<file path="config.mk">
export PLATFORM = sky130hd
export DESIGN_NAME = divider_64bit
export DESIGN_NICKNAME = d
export VERILOG_FILES = /design/src/rtl/divider_64bit_pkg.sv /design/src/rtl/divider_64bit_step.sv /design/src/rtl/divider_64bit.sv
export SDC_FILE = /design/constraint.sdc
export NUM_CORES = 1
export LEC_CHECK = 0
export CAP_MARGIN = 20
export CELL_PAD_IN_SITES_DETAIL_PLACEMENT = 0
export CELL_PAD_IN_SITES_GLOBAL_PLACEMENT = 2
export CORE_MARGIN = 8
export CORE_UTILIZATION = 35
export CTS_BUF_LIST = sky130_fd_sc_hd__clkbuf_2 sky130_fd_sc_hd__clkbuf_4 sky130_fd_sc_hd__clkbuf_8
export DETAILED_ROUTE_END_ITERATION = 16
export MAX_ROUTING_LAYER = met4
export PLACE_DENSITY_LB_ADDON = 0.2
export SYNTH_ARGS = -nofsm -noshare
export SYNTH_HDL_FRONTEND = slang
export SYNTH_SLANG_ARGS = --single-unit
</file>
<file path="constraint.sdc">
create_clock -name clk -period 14.8 [get_ports clk]
set_input_delay 2.96 -clock clk [delete_from_list [all_inputs] [get_ports clk]]
set_output_delay 2.96 -clock clk [all_outputs]
set_load 0.005 [all_outputs]
</file>
<file path="src/rtl/divider_64bit_pkg.sv">
// Shared processor definitions for the iterative divider.
//   DATA_WIDTH        - default operand/result width
//   DIV_ZERO_QUOTIENT - quotient reported for a zero divisor (all ones)
//   div_state_t       - divider FSM states
package divider_64bit_pkg;

  localparam int DATA_WIDTH = 64;

  localparam logic [DATA_WIDTH-1:0] DIV_ZERO_QUOTIENT = '1;

  typedef enum logic [1:0] {
    DIV_IDLE = 2'd0,
    DIV_RUN  = 2'd1,
    DIV_DONE = 2'd2
  } div_state_t;

endpackage

</file>
<file path="src/rtl/divider_64bit_step.sv">
// One restoring shift-subtract iteration (combinational).
//   rem_in  - partial remainder (WIDTH+1 bits)
//   dvd_bit - next dividend bit shifted into the remainder
//   dvs     - divisor magnitude
//   rem_out - updated partial remainder
//   q_bit   - quotient bit produced by this iteration
module restoring_div_step
  import divider_64bit_pkg::*;
#(
  parameter int WIDTH = DATA_WIDTH
) (
  input  logic [WIDTH:0]   rem_in,
  input  logic             dvd_bit,
  input  logic [WIDTH-1:0] dvs,
  output logic [WIDTH:0]   rem_out,
  output logic             q_bit
);

  logic [WIDTH+1:0] trial;

  always_comb begin
    // The restored remainder is always below the divisor, so rem_in[WIDTH]
    // is zero and this subtraction equals the WIDTH+1-bit trial; the extra
    // bit only serves as the sign of the result.
    trial   = {rem_in, dvd_bit} - {2'b00, dvs};
    q_bit   = ~trial[WIDTH+1];
    rem_out = q_bit ? trial[WIDTH:0] : {rem_in[WIDTH-1:0], dvd_bit};
  end

endmodule

</file>
<file path="src/rtl/divider_64bit.sv">
// Iterative signed/unsigned integer divider, one quotient bit per clock.
//   clk, reset          - clock, asynchronous active-high reset
//   start               - request a division (accepted only when idle)
//   signed_op           - 1 = two's-complement operands, 0 = unsigned
//   dividend, divisor   - operands, sampled with start
//   busy                - division in progress
//   done                - one-cycle pulse when results update
//   quotient, remainder - registered results, held until the next done
//   div_by_zero         - divisor was zero for the latest result
module divider_64bit
  import divider_64bit_pkg::*;
#(
  parameter int WIDTH = DATA_WIDTH
) (
  input  logic             clk,
  input  logic             reset,
  input  logic             start,
  input  logic             signed_op,
  input  logic [WIDTH-1:0] dividend,
  input  logic [WIDTH-1:0] divisor,
  output logic             busy,
  output logic             done,
  output logic [WIDTH-1:0] quotient,
  output logic [WIDTH-1:0] remainder,
  output logic             div_by_zero
);

  localparam int CW = $clog2(WIDTH);

  div_state_t       state, next_state;
  logic [CW-1:0]    count;
  logic [WIDTH:0]   rem;
  logic [WIDTH-1:0] dvd;      // dividend bits still to consume, quotient bits shifted in from the LSB
  logic [WIDTH-1:0] dvs;
  logic             q_neg, r_neg;

  logic [WIDTH:0]   step_rem;
  logic             step_q;
  logic [WIDTH-1:0] q_mag;

  restoring_div_step #(.WIDTH(WIDTH)) u_step (
    .rem_in  (rem),
    .dvd_bit (dvd[WIDTH-1]),
    .dvs     (dvs),
    .rem_out (step_rem),
    .q_bit   (step_q)
  );

  assign q_mag = {dvd[WIDTH-2:0], step_q};

  always_ff @(posedge clk or posedge reset) begin
    if (reset) state <= DIV_IDLE;
    else       state <= next_state;
  end

  always_comb begin
    next_state = state;
    busy       = 1'b0;
    done       = 1'b0;
    case (state)
      DIV_IDLE: if (start) next_state = (divisor == '0) ? DIV_DONE : DIV_RUN;
      DIV_RUN: begin
        busy = 1'b1;
        if (count == '0) next_state = DIV_DONE;
      end
      DIV_DONE: begin
        done       = 1'b1;
        next_state = DIV_IDLE;
      end
      default: next_state = DIV_IDLE;
    endcase
  end

  always_ff @(posedge clk or posedge reset) begin
    if (reset) begin
      count       <= '0;
      rem         <= '0;
      dvd         <= '0;
      dvs         <= '0;
      q_neg       <= 1'b0;
      r_neg       <= 1'b0;
      quotient    <= '0;
      remainder   <= '0;
      div_by_zero <= 1'b0;
    end else begin
      case (state)
        DIV_IDLE: begin
          if (start) begin
            if (divisor == '0) begin
              quotient    <= '1;
              remainder   <= dividend;
              div_by_zero <= 1'b1;
            end else begin
              dvd   <= (signed_op && dividend[WIDTH-1]) ? -dividend : dividend;
              dvs   <= (signed_op && divisor[WIDTH-1])  ? -divisor  : divisor;
              q_neg <= signed_op & (dividend[WIDTH-1] ^ divisor[WIDTH-1]);
              r_neg <= signed_op & dividend[WIDTH-1];
              rem   <= '0;
              count <= CW'(WIDTH - 1);
            end
          end
        end
        DIV_RUN: begin
          rem   <= step_rem;
          dvd   <= q_mag;
          count <= count - 1'b1;
          if (count == '0) begin
            quotient    <= q_neg ? -q_mag : q_mag;
            remainder   <= r_neg ? -step_rem[WIDTH-1:0] : step_rem[WIDTH-1:0];
            div_by_zero <= 1'b0;
          end
        end
        default: ;
      endcase
    end
  end

endmodule

</file>
==> run_results.csv, run 1 <==
group,metric,value,unit
synthesis,netlist_area,25520,µm²
critical_path,critPathMaxFanout,43,
cts,cts_tree,"yes",
critical_path,r2r-end,"remainder[60]",
drt,first_pass_iters,6,
worst_hold_path,holdPathEnd,"remainder[7]",
finish,final_util,0.4163,
drt,drtAntennaViolNets,0,
outcome,status,"completed",
synthesis,synth_seq_area_share,0.3256,
critical_path,rrSetupSlack,6.87,ns
cts,cts_resized,0,
floorplan,die_w,286.0,µm
timing,setup_viol,0,
critical_path,crit_type,"reg2reg",
cts,cts_buffers,59,
critical_path,worstReg2RegStart,"rem[10]",
critical_path,crit_required,15.41,ns
drt,drt_iter0_markers,1778,
synthesis,yosysWarnings,0,
grt,first_global_vias,24250,
worst_hold_path,min_path_cells,2,
cts,cts_max_path_buffers,3,
critical_path,worstPathCellList,"ha_1 > and4_1 > nand2_1 > a211oi_1 > o31a_1 > o311a_4 > o21a_4 > nor2_4 > inv_2 > nor2_1 > a21oi_1 > ha_1 > nand3_1 > or4_1 > or4_1 > nor2_1 > o211ai_1 > a222oi_1 > buf_4 > nand4_2 > or3_4 > o41ai_4 > o2bb2ai_1 > a211oi_2",
timing,post-route-period-util,0.5358,
synthesis,avgSynthCellArea,7.682,µm²
timing,finalCriticalPeriod,7.929,ns
synthesis,syn_nets,3525,
timing,hold_ws,0.4913,ns
critical_path,critPathMaxStageDelay,0.60,ns
worst_hold_path,hold_start,"remainder[7]",
timing,fmax,126.1,MHz
critical_path,startpoint_type,"flop",
place,port_buffers,262,
floorplan,core,72590,µm²
place,dp_hpwl,75400,µm
drt,route.detailed.drc,0,
place,place.gp.congestion,0.9254,
cts,cts_hold_buffers,0,
finish,final_cell_mix,"nand2_1, o21ai_0, nor2_1, dfrtp_1, a21oi_1",
finish,drive_gt1_frac,0.06307,
critical_path,r2r_cells,24,
critical_path,crit_arrival,8.53,ns
grt,grt_overflow,0,
timing,worstMarginPinSlew,1.178,ns
floorplan,start_util,0.3516,
cts,htree_levels,2,
finish,areaGrowthSynthToFinish,18.41,%
floorplan,die-area,81800,µm²
floorplan,core.rowCount,99,
drt,avgRoutedWirePerCell,21.58,µm
drt,routed_via_density,5.589,
timing,maxSlewViolCount,0,
floorplan,io_pins,263,
drt,wl,96770,µm
grt,track_usage,0.2341,
cts,clkSinkCount,332,
timing,setup_tns,0,ns
floorplan,die-height,286.0,µm
critical_path,critPathBufInv,2,
critical_path,slowest_stage,"inv_2",
timing,slew_headroom,0.2097,
worst_hold_path,hold_class,"reg2reg",
synthesis,synth_cell_type_count,98,
job,max_cap_viol_count,0,
synthesis,ys_async_sr_fraction,1.000,
grt,grt_max_degree,145,
grt,grt_pass1_wl,148300,µm
finish,final_common_cell,"nand2_1",
synthesis,ys.flop_type,"dfrtp_1",
synthesis,synth_enable_flop_cells,0,
cts,post_cts_buffers,0,
critical_path,end_kind,"flop",
timing,hold_viol_final,0,
cts,cts_root_buffer,"clkbuf_8",
timing,rsz0062_at_grt,"no",
timing,fin_skew,0.03390,ns
drt,vias,25060,
critical_path,critPathTopFamily,"compound AO/OA/AOI/OAI gates",
synthesis,synthCells,3322,
synthesis,ys_ff_latch,332,
grt,antenna_found_initial,2,
cts,insertion_delay,0.70,ns
critical_path,worstSetupStartpoint,"rem[10]",
cts,clk_pin_slew,0.07,ns
finish,nets,3682,
logic make-up after synthesis:
group | count (synthesis) | share of synthesized area
buffers and inverters | 307 | 0.04629
XOR/XNOR | 246 | 0.08443
AND/OR/NAND/NOR | 1227 | 0.2251
multiplexers | 78 | 0.03177
adder cells (fa/ha/maj) | 71 | 0.03511
flip-flops | 332 | 0.3256
AO/OA/AOI/OAI | 1061 | 0.2518
per-stage QoR:
step	instance area [µm²]	instances	setup slack [ns]
2_1_floorplan	25520	3322	2.644
3_3_place_gp	28870	4375	6.467
3_5_place_dp	28870	4375	6.364
4_1_cts	30160	4477	6.898
5_1_grt	30210	4481	6.530
6_report	30220	4484	6.871
per-layer routing:
| metal | vias to the layer above | share of wire | global-route usage |
|---|---|---|---|
| met5 | - | 0 | - |
| met4 | 0 | 0.024 | 0.06093 |
| met3 | 135 | 0.046 | 0.02404 |
| met2 | 696 | 0.45 | 0.3600 |
| met1 | 11930 | 0.48 | 0.3279 |
| li1 | 12300 | - | - |
state kept, by name, indices dropped and copies added (netlist names):
name	flops
remainder	64
dvs	64
count	6
q_neg	1
rem	65
quotient	64
dvd	64
div_by_zero	1
r_neg	1
state	2
worst reg2reg max path, cell delays in order (launching register included):
cell and delay (ns):
dfrtp_1 0.52, ha_1 0.54, and4_1 0.35, nand2_1 0.12, a211oi_1 0.50, o31a_1 0.37
o311a_4 0.27, o21a_4 0.39, nor2_4 0.08, inv_2 0.60, nor2_1 0.12, a21oi_1 0.23
ha_1 0.24, nand3_1 0.09, or4_1 0.48, or4_1 0.50, nor2_1 0.21, o211ai_1 0.15
a222oi_1 0.40, buf_4 0.23, nand4_2 0.16, or3_4 0.48, o41ai_4 0.40, o2bb2ai_1 0.17
a211oi_2 0.24
worst max path at each step:
stage / endpoint / depth (start not counted)
finish: remainder[60] / 24
global route: remainder[60] / 24
CTS: remainder[60] / 24
detailed placement: remainder[33] / 13
global placement: remainder[33] / 13
floorplan: count[0] / 1
synthesized netlist by cell type (all sizes together) (7+ instances only):
cell type  number  share of area
a211oi         28         0.0090
a21o           22         0.0065
a21oi         305          0.061
a22o           11         0.0038
a22oi          14         0.0043
a311oi          8         0.0027
a31oi          54          0.013
and2           19         0.0047
and3           25         0.0061
and4           13         0.0045
buf            31         0.0057
clkbuf        167          0.025
dfrtp         332           0.33
ha             70          0.034
inv           108          0.016
mux2           21         0.0094
mux2i          57          0.022
nand2         445          0.065
nand2b         23         0.0056
nand3          52          0.010
nand3b          7         0.0021
nand4          54          0.013
nor2          334          0.049
nor2b          14         0.0034
nor3           69          0.014
nor4           49          0.012
o211ai         24         0.0071
o21a           15         0.0048
o21ai         409          0.080
o21bai         10         0.0034
o31a            8         0.0027
o31ai          55          0.016
o41ai          28          0.011
or2            16         0.0039
or3            55          0.014
or4            27         0.0082
xnor2          88          0.030
xor2          158          0.054
area by class of cell:
cell class	instances	area [µm²]
antenna	5	12.51
fill	7495	42370
tap	959	1200
sequential	332	8309
inverter	109	424.2
multi-input combinational	2683	16080
clock buffer	89	1125
timing repair buffer	294	2903
clock inverter	13	165.2
Power of run 1 is not shown: default switching activity piles up to over one toggle a cycle in this logic, so the estimate is an artifact.
==> inputs of run 2 (changes only) <==
==> constraint.sdc (replaced) <==
create_clock -name clk -period 7.5 [get_ports clk]
set_input_delay 1.5 -clock clk [delete_from_list [all_inputs] [get_ports clk]]
set_output_delay 1.5 -clock clk [all_outputs]
set_load 0.005 [all_outputs]
==> run 2 against run 1 <==
- flip-flop and latch count is the same
- core utilization increased by 0.19 points
- clock skew decreased by 0.0028 ns
- critical endpoint unchanged
- via count grew 0.50%
- critical path depth fell by 2
- design area grew 0.45%
- highest routed layer unchanged
- register-to-register slack got worse by 6.2 ns
- die area unchanged
- non-clock buffer count grew 8
- global-route usage grew 0.60 points
- maximum frequency is 15% higher
==> run_results.csv, run 2 (synthesis gave the netlist of run 1 again) <==
group,metric,value,unit
cts,post_cts_buffers,0,
grt,grt_pass1_wl,151500,µm
floorplan,io_pins,263,
place,dp_hpwl,76240,µm
cts,cts_max_path_buffers,3,
worst_hold_path,min_path_cells,2,
finish,nets,3698,
finish,final_cell_mix,"nand2_1, o21ai_0, nor2_1, dfrtp_1, a21oi_1",
finish,largest_register_ffs,65,
timing,finalCriticalPeriod,6.877,ns
outcome,status,"completed",
drt,wl,98670,µm
critical_path,rrSetupSlack,0.62,ns
cts,clk_pin_slew,0.06,ns
critical_path,slowest_stage,"a211oi_1",
floorplan,die_w,286.0,µm
drt,vias,25190,
grt,first_global_vias,24390,
cts,insertion_delay,0.65,ns
timing,maxSlewViolCount,0,
grt,grt_max_degree,157,
timing,fmax,145.4,MHz
drt,first_pass_iters,6,
job,max_cap_viol_count,0,
finish,final_common_cell,"nand2_1",
cts,htree_levels,3,
floorplan,core.rowCount,99,
critical_path,worstPathCellList,"ha_1 > and4_1 > nand2_1 > a211oi_1 > o31a_1 > o311a_4 > nor3_2 > nor2_4 > mux2i_1 > ha_1 > nand3_1 > or4_1 > or4_1 > nor2_1 > o211ai_1 > a222oi_1 > buf_4 > nand4_2 > or3_4 > o41ai_4 > o2bb2ai_1 > a211oi_2",
floorplan,core,72590,µm²
critical_path,critPathMaxFanout,10,
drt,drtAntennaViolNets,0,
cts,cts_tree,"yes",
critical_path,crit_type,"reg2reg",
grt,grt_overflow,0,
cts,cts_hold_buffers,0,
floorplan,die-area,81800,µm²
critical_path,r2r_cells,22,
timing,rsz0062_at_grt,"no",
critical_path,worstReg2RegStart,"rem[10]",
drt,route.detailed.drc,0,
timing,setup_viol,0,
timing,setup_tns,0,ns
critical_path,crit_required,8.05,ns
critical_path,crit_arrival,7.43,ns
drt,avgRoutedWirePerCell,21.94,µm
worst_hold_path,hold_start,"remainder[5]",
grt,track_usage,0.2401,
drt,drt_iter0_markers,1989,
grt,antenna_found_initial,4,
timing,hold_viol_final,0,
floorplan,start_util,0.3516,
finish,drive_gt1_frac,0.06731,
timing,slew_headroom,0.2875,
worst_hold_path,hold_class,"reg2reg",
critical_path,end_kind,"flop",
critical_path,critPathMaxStageDelay,0.54,ns
cts,cts_resized,0,
worst_hold_path,holdPathEnd,"remainder[5]",
place,port_buffers,262,
cts,cts_buffers,67,
timing,fin_skew,0.03110,ns
drt,routed_via_density,5.600,
floorplan,die-height,286.0,µm
place,place.gp.congestion,0.9109,
critical_path,r2r-end,"remainder[60]",
timing,worstMarginPinSlew,1.069,ns
finish,largest-register,"rem",
cts,cts_root_buffer,"clkbuf_8",
cts,clkSinkCount,332,
finish,areaGrowthSynthToFinish,18.94,%
timing,post-route-period-util,0.9169,
critical_path,startpoint_type,"flop",
==> run 2: changes by cell type in the layout (fill, tap and decap cells not counted), sizes merged <==
| cell | change |
|---|---|
| clkbuf | +6 |
| clkinv | +2 |
| inv | +1 |
| diode | -2 |
| bufinv | -1 |
| buf | +8 |
==> run 2: per-stage QoR <==
stage / area [µm²] / instances / hold WS, ns / util / worst slack, ns
after floorplan: 25520 / 3322 / 0.4498 / - / 0.3003
after global placement: 28980 / 4384 / 0.4664 / 0.3993 / 0.4792
after detailed placement: 29000 / 4385 / 0.4717 / 0.3995 / 0.4720
after CTS: 30340 / 4495 / 0.4849 / 0.4180 / 0.6296
after global routing: 30350 / 4498 / 0.5027 / 0.4181 / 0.2920
final: 30350 / 4498 / 0.4830 / 0.4181 / 0.6229
==> run 2: metal layers <==
layer / vias up / global-route usage / part of all wire
met4: 0 / 0.06295 / 0.023
met1: 12000 / 0.3369 / 0.48
met3: 132 / 0.03110 / 0.053
met5: - / - / 0
met2: 728 / 0.3634 / 0.44
li1: 12330 / - / -
==> run 2: worst max path at each step <==
stage / start / to / slack (ns)
global route: rem[10] / remainder[60] / 0.29
floorplan: rem[10] / remainder[60] / 0.30
finish: rem[10] / remainder[60] / 0.62
detailed placement: divisor[17] / dvd[63] / 0.47
global placement: divisor[17] / dvd[63] / 0.48
CTS: rem[10] / remainder[60] / 0.63
==> run 2: final cells by class <==
class                           instances  area (µm²)
Timing Repair Buffer                  302        2989
Antenna cell                            3       7.507
Tap cell                              959        1200
Fill cell                            7467       42240
Sequential cell                       332        8309
Clock buffer                           95        1207
Inverter                              109       420.4
Multi-Input combinational cell       2683       16080
Clock inverter                         15       141.4
==> run 2: worst max-delay path: cells and delay by family, from the launching register on <==
| kind | cells | cell delay, ns |
|---|---|---|
| buffers and inverters | 1 | 0.21 |
| AOI/OAI and AO/OA | 8 | 2.37 |
| and+or+nand+nor | 10 | 2.61 |
| DFF | 1 | 0.49 |
| adders and majority gates | 2 | 0.75 |
| muxes | 1 | 0.33 |
Power of run 2 is left out for the same reason.
==> inputs of run 3 (changes only) <==
--- a/config.mk
+++ b/config.mk
@@ -12,8 +12,9 @@
 export CORE_UTILIZATION = 35
 export CTS_BUF_LIST = sky130_fd_sc_hd__clkbuf_2 sky130_fd_sc_hd__clkbuf_4 sky130_fd_sc_hd__clkbuf_8
 export DETAILED_ROUTE_END_ITERATION = 16
+export GPL_ROUTABILITY_DRIVEN = 0
 export MAX_ROUTING_LAYER = met4
-export PLACE_DENSITY_LB_ADDON = 0.2
+export PLACE_DENSITY = 0.81
 export SYNTH_ARGS = -nofsm -noshare
 export SYNTH_HDL_FRONTEND = slang
 export SYNTH_SLANG_ARGS = --single-unit
==> run 3 against run 2 <==
- flip-flop and latch count unchanged
- register-to-register slack worse by 0.27 ns
- global-route usage is 0.98 points lower
- highest routed layer unchanged
- largest cell class unchanged
- maximum frequency down 3.8%
- die area did not move
- hold slack worse by 0.0034 ns
- first-iteration DRC count rose by 16%
- design area barely moved
- core utilization is essentially flat
- clock skew rose by 0.031 ns
==> run_results.csv, run 3 (synthesis gave the netlist of run 1 again) <==
group,metric,value,unit
outcome,status,"completed",
drt,avgRoutedWirePerCell,21.38,µm
finish,nets,3687,
worst_hold_path,holdPathEnd,"remainder[3]",
drt,drt_iter0_markers,2298,
drt,vias,25470,
floorplan,io_pins,263,
place,port_buffers,262,
finish,areaGrowthSynthToFinish,18.96,%
timing,rsz0062_at_grt,"no",
worst_hold_path,hold_class,"reg2reg",
floorplan,die-area,81800,µm²
drt,first_pass_iters,14,
cts,clkSinkCount,332,
drt,route.detailed.drc,0,
drt,wl,96090,µm
cts,clk_pin_slew,0.06,ns
critical_path,crit_required,8.11,ns
drt,drtAntennaViolNets,0,
worst_hold_path,min_path_cells,2,
finish,largest_register_ffs,65,
floorplan,core.rowCount,99,
critical_path,worstPathCellList,"ha_1 > and4_1 > nand2_1 > a211oi_1 > o31a_1 > o311a_4 > nor3_2 > nor2_4 > mux2i_1 > ha_1 > nand3_1 > or4_1 > or4_1 > nor2_1 > o211ai_1 > a222oi_1 > nand4_2 > or3_4 > o41ai_4 > o2bb2ai_1 > a211oi_2",
critical_path,critPathMaxStageDelay,0.65,ns
grt,antenna_found_initial,6,
critical_path,end_kind,"flop",
floorplan,start_util,0.3516,
floorplan,die-height,286.0,µm
critical_path,worstReg2RegStart,"rem[10]",
timing,worstMarginPinSlew,1.132,ns
timing,finalCriticalPeriod,7.147,ns
cts,cts_buffers,59,
place,dp_hpwl,73900,µm
finish,drive_gt1_frac,0.06572,
timing,fin_skew,0.06223,ns
cts,cts_tree,"yes",
floorplan,die_w,286.0,µm
critical_path,critPathTopFamily,"simple AND/OR/NAND/NOR gates",
critical_path,startpoint_type,"flop",
floorplan,core,72590,µm²
cts,post_cts_buffers,0,
timing,setup_tns,0,ns
worst_hold_path,hold_start,"remainder[3]",
finish,fillers,7409,
timing,maxSlewViolCount,0,
timing,fmax,139.9,MHz
cts,cts_hold_buffers,0,
critical_path,rrSetupSlack,0.35,ns
critical_path,crit_type,"reg2reg",
grt,first_global_vias,24480,
grt,track_usage,0.2303,
cts,cts_resized,0,
finish,final_common_cell,"nand2_1",
finish,final_util,0.4182,
critical_path,slowest_stage,"a222oi_1",
cts,cts_root_buffer,"clkbuf_8",
grt,grt_max_degree,142,
timing,slew_headroom,0.2402,
timing,hold_viol_final,0,
grt,grt_pass1_wl,147000,µm
cts,insertion_delay,0.70,ns
job,max_cap_viol_count,0,
timing,hold_ws,0.4796,ns
timing,post-route-period-util,0.9529,
critical_path,r2r-end,"remainder[60]",
critical_path,crit_arrival,7.76,ns
grt,grt_overflow,0,
critical_path,critPathBufInv,0,
drt,routed_via_density,5.668,
timing,setup_viol,0,
critical_path,r2r_cells,21,
finish,final_cell_mix,"nand2_1, o21ai_0, nor2_1, dfrtp_1, a21oi_1",
cts,htree_levels,2,
cts,cts_max_path_buffers,3,
finish,largest-register,"rem",
critical_path,critPathMaxFanout,10,
==> run 3: how the worst max path moves through the flow <==
stage             from             to  slack (ns)  cells after the start
2_1_floorplan  rem[10]  remainder[60]        0.30                     27
3_3_place_gp   rem[10]  remainder[60]        0.59                     21
3_5_place_dp   rem[10]  remainder[60]        0.45                     21
4_1_cts        rem[10]  remainder[60]        0.48                     21
5_1_grt        rem[10]  remainder[60]        0.14                     21
6_report       rem[10]  remainder[60]        0.35                     21
==> run 3: tightest hold or removal path, cell delays in order, from the launching register on <==
cell and delay [ns]:
dfrtp_1 0.34, nand2_1 0.04, o21ai_0 0.06
==> run 3: routing by layer <==
metal	GRT usage	up-vias	routed length [µm]
li1	-	12320	-
met1	0.3226	12110	45610
met2	0.3462	897	41870
met3	0.03197	150	5968
met4	0.06333	0	2644
met5	-	-	0
==> run 3: area by class of cell <==
type                       instances  area (µm²)  area share
sequential                       332        8309      0.2737
antenna                            5       12.51   0.0004122
multi-input combinational       2683       16080      0.5296
inverter                         109       420.4     0.01385
clock inverter                    12       155.1    0.005111
timing repair buffer             299        2975     0.09801
tap                              959        1200     0.03953
clock buffer                      95        1207     0.03977
==> run 3: per-stage QoR <==
stage,std cells,cell area (µm²),setup slack [ns]
finish,4494,30360,0.3534
floorplan,3322,25520,0.3003
detailed placement,4382,28980,0.4466
global route,4494,30360,0.1435
global placement,4382,28980,0.5923
CTS,4489,30340,0.4807
Power of run 3 is left out for the same reason.
